$ cat config.mk
export PLATFORM = sky130hd
export DESIGN_NAME = compl_serial
export DESIGN_NICKNAME = d
export VERILOG_FILES = /design/src/rtl/compl_serial.sv
export SDC_FILE = /design/constraint.sdc
export NUM_CORES = 1
export LEC_CHECK = 0
export CAP_MARGIN = 20
export CORE_AREA = 2 2 123 89
export DETAILED_ROUTE_END_ITERATION = 16
export DIE_AREA = 0 0 125 91
export GPL_TIMING_DRIVEN = 0
export HOLD_SLACK_MARGIN = 0.06
export PLACE_DENSITY = 0.76
export SKIP_LAST_GASP = 1
export SYNTH_ARGS = -nofsm -noshare
export SYNTH_HDL_FRONTEND = slang
export SYNTH_SLANG_ARGS = --single-unit
$ cat constraint.sdc
create_clock -name clk -period 5.55 [get_ports clk]
set_clock_uncertainty 0.15 [all_clocks]
set_input_delay 0.555 -clock clk [delete_from_list [all_inputs] [get_ports clk]]
set_output_delay 0.555 -clock clk [all_outputs]
set_load 0.05 [all_outputs]
$ cat src/rtl/compl_serial.sv
// compl_serial: digit-serial multi-digit complementer.
//   Produces the diminished-radix complement (9's BCD / 15's binary) or the
//   radix complement (10's BCD / 16's binary) of a DIGITS-nibble operand.
//   The operand is processed one nibble per clock, least-significant digit
//   first, with a carry rippling from digit to digit.
// Ports:
//   clk    - clock, rising edge
//   rst_n  - asynchronous active-low reset
//   start  - request; accepted in IDLE or DONE
//   din    - operand, digit i at [4i+3:4i]
//   bcd    - 1 = BCD, 0 = binary (sampled with start)
//   radix  - 0 = diminished, 1 = radix complement (sampled with start)
//   busy   - high while digits are processed (DIGITS cycles)
//   done   - one-cycle completion pulse
//   dout   - complemented result, held until the next completion
//   cout   - carry out of the most-significant digit
//   err    - some BCD digit was greater than 9
module compl_serial #(
  parameter int DIGITS = 8
) (
  input  logic                  clk,
  input  logic                  rst_n,
  input  logic                  start,
  input  logic [4*DIGITS-1:0]   din,
  input  logic                  bcd,
  input  logic                  radix,
  output logic                  busy,
  output logic                  done,
  output logic [4*DIGITS-1:0]   dout,
  output logic                  cout,
  output logic                  err
);

  localparam int W     = 4 * DIGITS;
  localparam int IDX_W = (DIGITS > 1) ? $clog2(DIGITS) : 1;
  localparam logic [IDX_W-1:0] LAST_IDX = IDX_W'(DIGITS - 1);

  typedef enum logic [1:0] {
    S_IDLE = 2'd0,
    S_RUN  = 2'd1,
    S_DONE = 2'd2
  } state_t;

  // One digit step. Returns {digit_err, carry_out, result_digit}.
  function automatic logic [5:0] digit_op(input logic [3:0] d,
                                          input logic       c,
                                          input logic       is_bcd);
    logic [4:0] t;
    logic [5:0] res;
    t   = 5'd0;
    res = 6'd0;
    if (!is_bcd) begin
      t   = 5'd15 - {1'b0, d} + {4'd0, c};
      res = {1'b0, t};
    end else if (d > 4'd9) begin
      // Invalid BCD digit: zero result, carry chain broken, flag error.
      res = {1'b1, 1'b0, 4'd0};
    end else begin
      t = 5'd9 - {1'b0, d} + {4'd0, c};
      if (t > 5'd9) begin
        res = {1'b0, 1'b1, t[3:0] - 4'd10};
      end else begin
        res = {1'b0, 1'b0, t[3:0]};
      end
    end
    return res;
  endfunction

  state_t              r_state;
  state_t              w_next_state;
  logic [IDX_W-1:0]    r_idx;
  logic                r_carry;
  logic                r_err_acc;
  logic                r_bcd;
  logic [W-1:0]        r_din;
  logic [W-1:0]        r_acc;
  logic                r_busy;
  logic                r_done;
  logic [W-1:0]        r_dout;
  logic                r_cout;
  logic                r_err;

  logic                w_accept;
  logic                w_last;
  logic                w_busy_next;
  logic                w_done_next;
  logic [IDX_W+1:0]    w_base;
  logic [3:0]          w_digit;
  logic [5:0]          w_dig;
  logic [W-1:0]        w_acc_next;

  assign w_accept = start && ((r_state == S_IDLE) || (r_state == S_DONE));
  assign w_last   = (r_state == S_RUN) && (r_idx == LAST_IDX);
  assign w_base   = {r_idx, 2'b00};
  assign w_digit  = r_din[w_base +: 4];
  assign w_dig    = digit_op(w_digit, r_carry, r_bcd);

  // Holding register with the current result digit merged in.
  always_comb begin
    w_acc_next = r_acc;
    w_acc_next[w_base +: 4] = w_dig[3:0];
  end

  // State register.
  always_ff @(posedge clk or negedge rst_n) begin
    if (!rst_n) begin
      r_state <= S_IDLE;
    end else begin
      r_state <= w_next_state;
    end
  end

  // Next-state logic; DONE accepts start exactly like IDLE.
  always_comb begin
    w_next_state = S_IDLE;
    case (r_state)
      S_IDLE:  w_next_state = start ? S_RUN : S_IDLE;
      S_RUN:   w_next_state = w_last ? S_DONE : S_RUN;
      S_DONE:  w_next_state = start ? S_RUN : S_IDLE;
      default: w_next_state = S_IDLE;
    endcase
  end

  // Output decode from the upcoming state so busy/done come out of flops.
  always_comb begin
    w_busy_next = 1'b0;
    w_done_next = 1'b0;
    case (w_next_state)
      S_RUN:   w_busy_next = 1'b1;
      S_DONE:  w_done_next = 1'b1;
      default: begin
        w_busy_next = 1'b0;
        w_done_next = 1'b0;
      end
    endcase
  end

  // Datapath: operand capture, digit stepping and result publication.
  always_ff @(posedge clk or negedge rst_n) begin
    if (!rst_n) begin
      r_idx     <= '0;
      r_carry   <= 1'b0;
      r_err_acc <= 1'b0;
      r_bcd     <= 1'b0;
      r_din     <= '0;
      r_acc     <= '0;
      r_busy    <= 1'b0;
      r_done    <= 1'b0;
      r_dout    <= '0;
      r_cout    <= 1'b0;
      r_err     <= 1'b0;
    end else begin
      r_busy <= w_busy_next;
      r_done <= w_done_next;
      if (w_accept) begin
        r_din     <= din;
        r_bcd     <= bcd;
        r_idx     <= '0;
        r_carry   <= radix;
        r_err_acc <= 1'b0;
        r_acc     <= '0;
      end else if (r_state == S_RUN) begin
        r_acc     <= w_acc_next;
        r_carry   <= w_dig[4];
        r_err_acc <= r_err_acc | w_dig[5];
        r_idx     <= r_idx + IDX_W'(1);
        // Publish only on the final digit so dout never shows a partial word.
        if (w_last) begin
          r_dout <= w_acc_next;
          r_cout <= w_dig[4];
          r_err  <= r_err_acc | w_dig[5];
        end
      end
    end
  end

  assign busy = r_busy;
  assign done = r_done;
  assign dout = r_dout;
  assign cout = r_cout;
  assign err  = r_err;

endmodule

==> Word-level counts from Yosys, hierarchy flattened <==
Index checks and enable logic that the tools add are counted.
{ "word_totals": {"register_bits": 108} }
{ "classes": {"n_reduce_logical": 7, "n_bitwise": 2, "muxes": 17, "shifts": 3, "magnitude_cmp": 2, "n_addsub": 7, "eq_ne": 5} }
{ "op_table": {"columns": ["operator", "n"], "rows": [
  ["$mux W32", 2],
  ["$bwmux W32", 1],
  ["$shift A4 B7 Y32 const A", 1],
  ["$shiftx A32 B6 Y4", 1],
  ["$shiftx A4 B7 Y32", 1],
  ["$mux W6", 2],
  ["$add A5 B1 Y5", 2],
  ["$sub A4 B4 Y5 const A", 2],
  ["$mux W1", 7],
  ["$neg A5 Y7", 1],
  ["$mux W3", 2],
  ["$gt A5 B4 Y1 const B", 1],
  ["$mux W5", 1],
  ["$eq A2 B1 Y1 const B", 2],
  ["$eq A2 B2 Y1 const B", 2],
  ["$gt A4 B4 Y1 const B", 1],
  ["$pmux W2 S2", 1],
  ["$sub A4 B4 Y4 const B", 1],
  ["$add A3 B1 Y3 const B", 1],
  ["$eq A3 B3 Y1 const B", 1],
  ["$reduce_and A3 Y1", 1],
  ["$logic_and A1 B1 Y1", 2],
  ["$logic_not A2 Y1", 1],
  ["$mux W2", 1],
  ["5 further kinds", 5]
]} }

==> Logic depth before layout (Yosys ltp) <==
{ "logic_depth": {"word_depth": 11, "mapped_depth": 17, "depth_no_buf": 14} }

==> Worst setup path before layout <==
OpenSTA, ideal clock, no wires.
{ "synth_timing": {"path_type": "reg-to-reg", "startpoint": "register r_idx[0]", "endpoint": "register r_dout[10], in the netlist dout[10]", "slack_ns": 1.615, "path_buffers": 3, "stages_incl_launch_ff": 18, "arrival_time_ns": 3.703, "path_cell_list": "dfrtp_1 buf_4 buf_2 mux4_2 mux2i_1 ha_1 inv_1 ha_1 xnor2_1 ha_1 nor2b_1 a21oi_1 nand4_1 a32oi_1 nand2b_1 a311o_1 buf_6 o22ai_1"} }
{ "synth_via": {"elab_chain_len": 9} }
{ "synth_lines": {"columns": ["element", "line_no", "source"], "rows": [
  ["start, declared", "71", "logic [IDX_W-1:0] r_idx;"],
  ["start signal, assigned", "166", "r_idx <= r_idx + IDX_W'(1);"],
  ["$shiftx A32 B6 Y4", "95", "assign w_digit = r_din[w_base +: 4];"],
  ["$sub A4 B4 Y5", "59", "t = 5'd9 - {1'b0, d} + {4'd0, c};"],
  ["$add A5 B1 Y5", "59", null],
  ["$sub A4 B4 Y4 / $gt A5 B4 Y1 (equally long branches)", "61, 60", null],
  ["$mux W5", "60", "if (t > 5'd9) begin"],
  ["$mux W6", "55", "end else if (d > 4'd9) begin"],
  ["$mux W6", "52", "if (!is_bcd) begin"],
  ["$shiftx A4 B7 Y32", "101", "w_acc_next[w_base +: 4] = w_dig[3:0];"],
  ["$bwmux W32", "101", null],
  ["end signal, assigned", "169", "r_dout <= w_acc_next;"],
  ["end, declared", "79", "logic [W-1:0] r_dout;"]
]} }
Several ways; a longest one is shown, not always the timed one.
A chain may end at the register's enable or synchronous reset.

==> Worst setup path in the final report <==
{ "layout_timing": {"startpoint": "register r_idx[0]", "endpoint": "register r_acc[25]"} }
{ "layout_via": {"elab_chain_len": 11} }
{ "layout_lines": {"columns": ["element", "line_no", "source"], "rows": [
  ["$shiftx A32 B6 Y4", "95", null],
  ["$sub A4 B4 Y5", "59", null],
  ["$add A5 B1 Y5", "59", null],
  ["$sub A4 B4 Y4 / $gt A5 B4 Y1 (equally long branches)", "61, 60", null],
  ["$mux W5", "60", null],
  ["$mux W6", "55", null],
  ["$mux W6", "52", null],
  ["$shiftx A4 B7 Y32", "101", null],
  ["$bwmux W32 *", "101", null],
  ["$mux W32 *", "162", "end else if (r_state == S_RUN) begin"],
  ["$mux W32 *", "155", "if (w_accept) begin"],
  ["end signal, assigned", "163", "r_acc <= w_acc_next;"],
  ["end, declared", "76", "logic [W-1:0] r_acc;"]
]} }
Every way passes the cells marked *; elsewhere a longest branch is shown, timed or not. The select of a mux whose other input is x is not followed.

==> results.txt <==
Result of the run: complete, no violations
RD Place Congestion: 0.8686
Via count of the first global-routing pass: 4261
Maximum level of the CTS H-tree: 3
Category of the most critical setup path: reg2reg
Kind of start point of the critical path: flop
Final antenna diode count: 0
Minimum hold slack: 0.04372 ns
Initial detailed-routing violation count: 497
Half-perimeter wire length after placement: 9420 um
Highest clock frequency the design can meet: 0.1996 GHz
Required time of the critical path: 5.63 ns
Global routing usage summed across all routing layers: 0.2422
Seq/Total Area, Yosys: 0.5418
Flip-flop and latch count after synthesis: 108
Syn Area/Cell: 9.187 um2
Commonest cells after routing, fill and taps aside: sky130_fd_sc_hd__nand2_1, sky130_fd_sc_hd__dfrtp_1, sky130_fd_sc_hd__clkdlybuf4s50_1
Clock edge transition at the registers on the reported setup and hold paths: 0.07 ns
Post-synthesis instance total: 543
Number of max-capacitance violations reported: 0
Worst reg2reg startpoint: r_idx[0]$_DFFE_PN0P_
Core area: 10160 um2
Post-cts gate resize count: 0
Fraction of met3 tracks used by global routing: 0.07248
Clock tree from TritonCTS: built
Antenna violations before repair: 0
Drt pass-1 iters: 5
I/O Pins: 73
Fraction of layout instances using a drive strength above 1: 0.05222
Worst setup slack for register-to-register paths: 0.54 ns
Reg2Reg Depth: 17
Area delta synth->final: 24.30%
Number of slew-limit violations in the final report: 0
Peak fanout along the critical path: 10
Overflow after GRT: 0
RSZ-0062 raised after global routing: false
Post-synthesis net count: 591
M1 GR Usage: 0.3525
DR vias: 4324
Port-buffer cells: 72
Insertion delay of the later-clocked pin in the worst-skew pair: 0.36 ns
Total CTS buffers: 9
Final number of setup-violating endpoints: 0
Effective utilization at floorplan: 0.4909
Global-route wire length before repair: 21810 um
Warnings, synthesis: 0
Die width: 125 um
Maximum number of pins on one net before global-route repair: 64
Clock root buffer: sky130_fd_sc_hd__clkbuf_16
Data arrival time of the worst path: 5.09 ns
Final critical-path share of the clock period: 0.9025
GR Layer Usage met2: 0.3632
Min Tclk post-route: 5.009 ns
HP Class: in2async
GRT Max-Usage Layer: met2
Transition time at the pin with the least slew margin: 0.8213 ns
Routed length per placed instance: 17.01 um
Remaining antenna violation count after routing: 0
Die height: 91 um
Kind of end point of the critical path: flop
Netlist area before placement: 4989 um2
Post-CTS setup buffer count: 0
DRC violation count after routing: 0
Final hold violations: 0
Number of synthesized flops with an enable pin: 0
Num Clock Sinks: 108
Commonest register cell after synthesis: sky130_fd_sc_hd__dfrtp_1
Area of the die: 11380 um2
Proportion of synthesized flip-flops having asynchronous set or reset: 1.000
Filler cell count: 862
End of the worst register-to-register path: r_acc[25]$_DFFE_PN0P_
Count of standard-cell rows: 31
Worst slew slack as a fraction of its limit: 0.4368
Average vias per placed instance: 5.660
Post-layout net count: 676
Yosys cell types: 42
Buffer depth of the longest clock path: 2
Most common library cell in the layout ignoring fill and taps: sky130_fd_sc_hd__nand2_1
Overall routed net length: 12990 um
Number of buffers inserted by hold repair at cts: 0
[sequential cells by signal, summed over array words and instances, names as in the netlist]
name       count
r_carry        1
r_acc         32
busy           1
r_idx          3
dout          32
done           1
r_err_acc      1
err            1
cout           1
r_bcd          1
r_state        2
r_din         32
[worst max path at each step]
| stage | slack [ns] | to | start | depth (start not counted) |
|---|---|---|---|---|
| after floorplan | 1.61 | dout[10]$_DFFE_PN0P_ | r_idx[0]$_DFFE_PN0P_ | 17 |
| after global placement | -0.13 | done$_DFF_PN0_ | rst_n | 1 |
| after detailed placement | 0.64 | r_acc[25]$_DFFE_PN0P_ | r_idx[0]$_DFFE_PN0P_ | 17 |
| after CTS | 0.63 | r_acc[25]$_DFFE_PN0P_ | r_idx[0]$_DFFE_PN0P_ | 17 |
| after global routing | 0.32 | dout[29]$_DFFE_PN0P_ | r_idx[0]$_DFFE_PN0P_ | 17 |
| final | 0.54 | r_acc[25]$_DFFE_PN0P_ | r_idx[0]$_DFFE_PN0P_ | 17 |
[Yosys cell counts, types with 4 or more instances]
master                       n  share of area
sky130_fd_sc_hd__a21oi_1    31          0.031
sky130_fd_sc_hd__and2_1      7         0.0088
sky130_fd_sc_hd__clkbuf_1   16          0.012
sky130_fd_sc_hd__dfrtp_1   108           0.54
sky130_fd_sc_hd__ha_1       11          0.028
sky130_fd_sc_hd__inv_1       7         0.0053
sky130_fd_sc_hd__mux2i_1    10          0.020
sky130_fd_sc_hd__mux4_2      6          0.027
sky130_fd_sc_hd__nand2_1   181           0.14
sky130_fd_sc_hd__nand2b_1    5         0.0063
sky130_fd_sc_hd__nand3_1     4         0.0040
sky130_fd_sc_hd__nor2_1     36          0.027
sky130_fd_sc_hd__nor2b_1     8          0.010
sky130_fd_sc_hd__nor3_1      5         0.0050
sky130_fd_sc_hd__o21ai_0    42          0.042
sky130_fd_sc_hd__o221ai_1    7          0.012
sky130_fd_sc_hd__o22ai_1    21          0.026
[critical path, cell delays in order (launching register included)]
cell and delay, ns:
sky130_fd_sc_hd__dfrtp_1 0.42, sky130_fd_sc_hd__buf_4 0.22, sky130_fd_sc_hd__buf_2 0.28, sky130_fd_sc_hd__mux4_2 0.54, sky130_fd_sc_hd__mux2i_1 0.21, sky130_fd_sc_hd__ha_1 0.23, sky130_fd_sc_hd__inv_1 0.10, sky130_fd_sc_hd__ha_1 0.23
sky130_fd_sc_hd__xnor2_1 0.15, sky130_fd_sc_hd__ha_1 0.24, sky130_fd_sc_hd__nor2b_1 0.16, sky130_fd_sc_hd__a21oi_1 0.20, sky130_fd_sc_hd__nand4_1 0.17, sky130_fd_sc_hd__a32oi_1 0.38, sky130_fd_sc_hd__nor4_1 0.10, sky130_fd_sc_hd__a211oi_2 0.59
sky130_fd_sc_hd__buf_2 0.37, sky130_fd_sc_hd__o22ai_1 0.14
[cell type report]
cell class | count | area (um2) | share of cell area
Tap cell | 132 | 165.2 | 0.02663
Timing Repair Buffer | 74 | 750.7 | 0.1211
Inverter | 9 | 33.78 | 0.005448
Sequential cell | 108 | 2703 | 0.4358
Clock buffer | 9 | 225.2 | 0.03632
Buffer | 23 | 100.1 | 0.01614
Clock inverter | 6 | 71.32 | 0.01150
Multi-Input combinational cell | 403 | 2152 | 0.3471
[stage by stage]
step                      cells    util  cell area, um2  TNS, ns  setup WS [ns]
after global placement      747  0.5781            5874   -13.21        -0.1270
after global routing        764  0.6102            6201        0         0.3184
after CTS                   763  0.6097            6196        0         0.6270
final                       764  0.6102            6201        0         0.5410
after floorplan             543       -            4989        0          1.615
after detailed placement    748  0.5805            5899        0         0.6396
[kinds of logic (layout without fill, tap and decap cells)]
group	after synthesis	count (layout)	share of synthesized area
and+or+nand+nor	254	254	0.2087
AOI/OAI and AO/OA	117	117	0.1382
DFF	108	108	0.5418
buffers and inverters	32	121	0.02684
muxes	18	18	0.05167
adders and majority gates	11	11	0.02759
xor gates and xnor gates	3	3	0.005268
[layer usage]
| metal | vias up | wire length (um) |
|---|---|---|
| li1 | 2024 | - |
| met3 | 20 | 802 |
| met2 | 160 | 5851 |
| met4 | 0 | 199 |
| met5 | - | 0 |
| met1 | 2120 | 6139 |
Power is not shown: default switching activity piles up to over one toggle a cycle in this logic, so the estimate is an artifact.
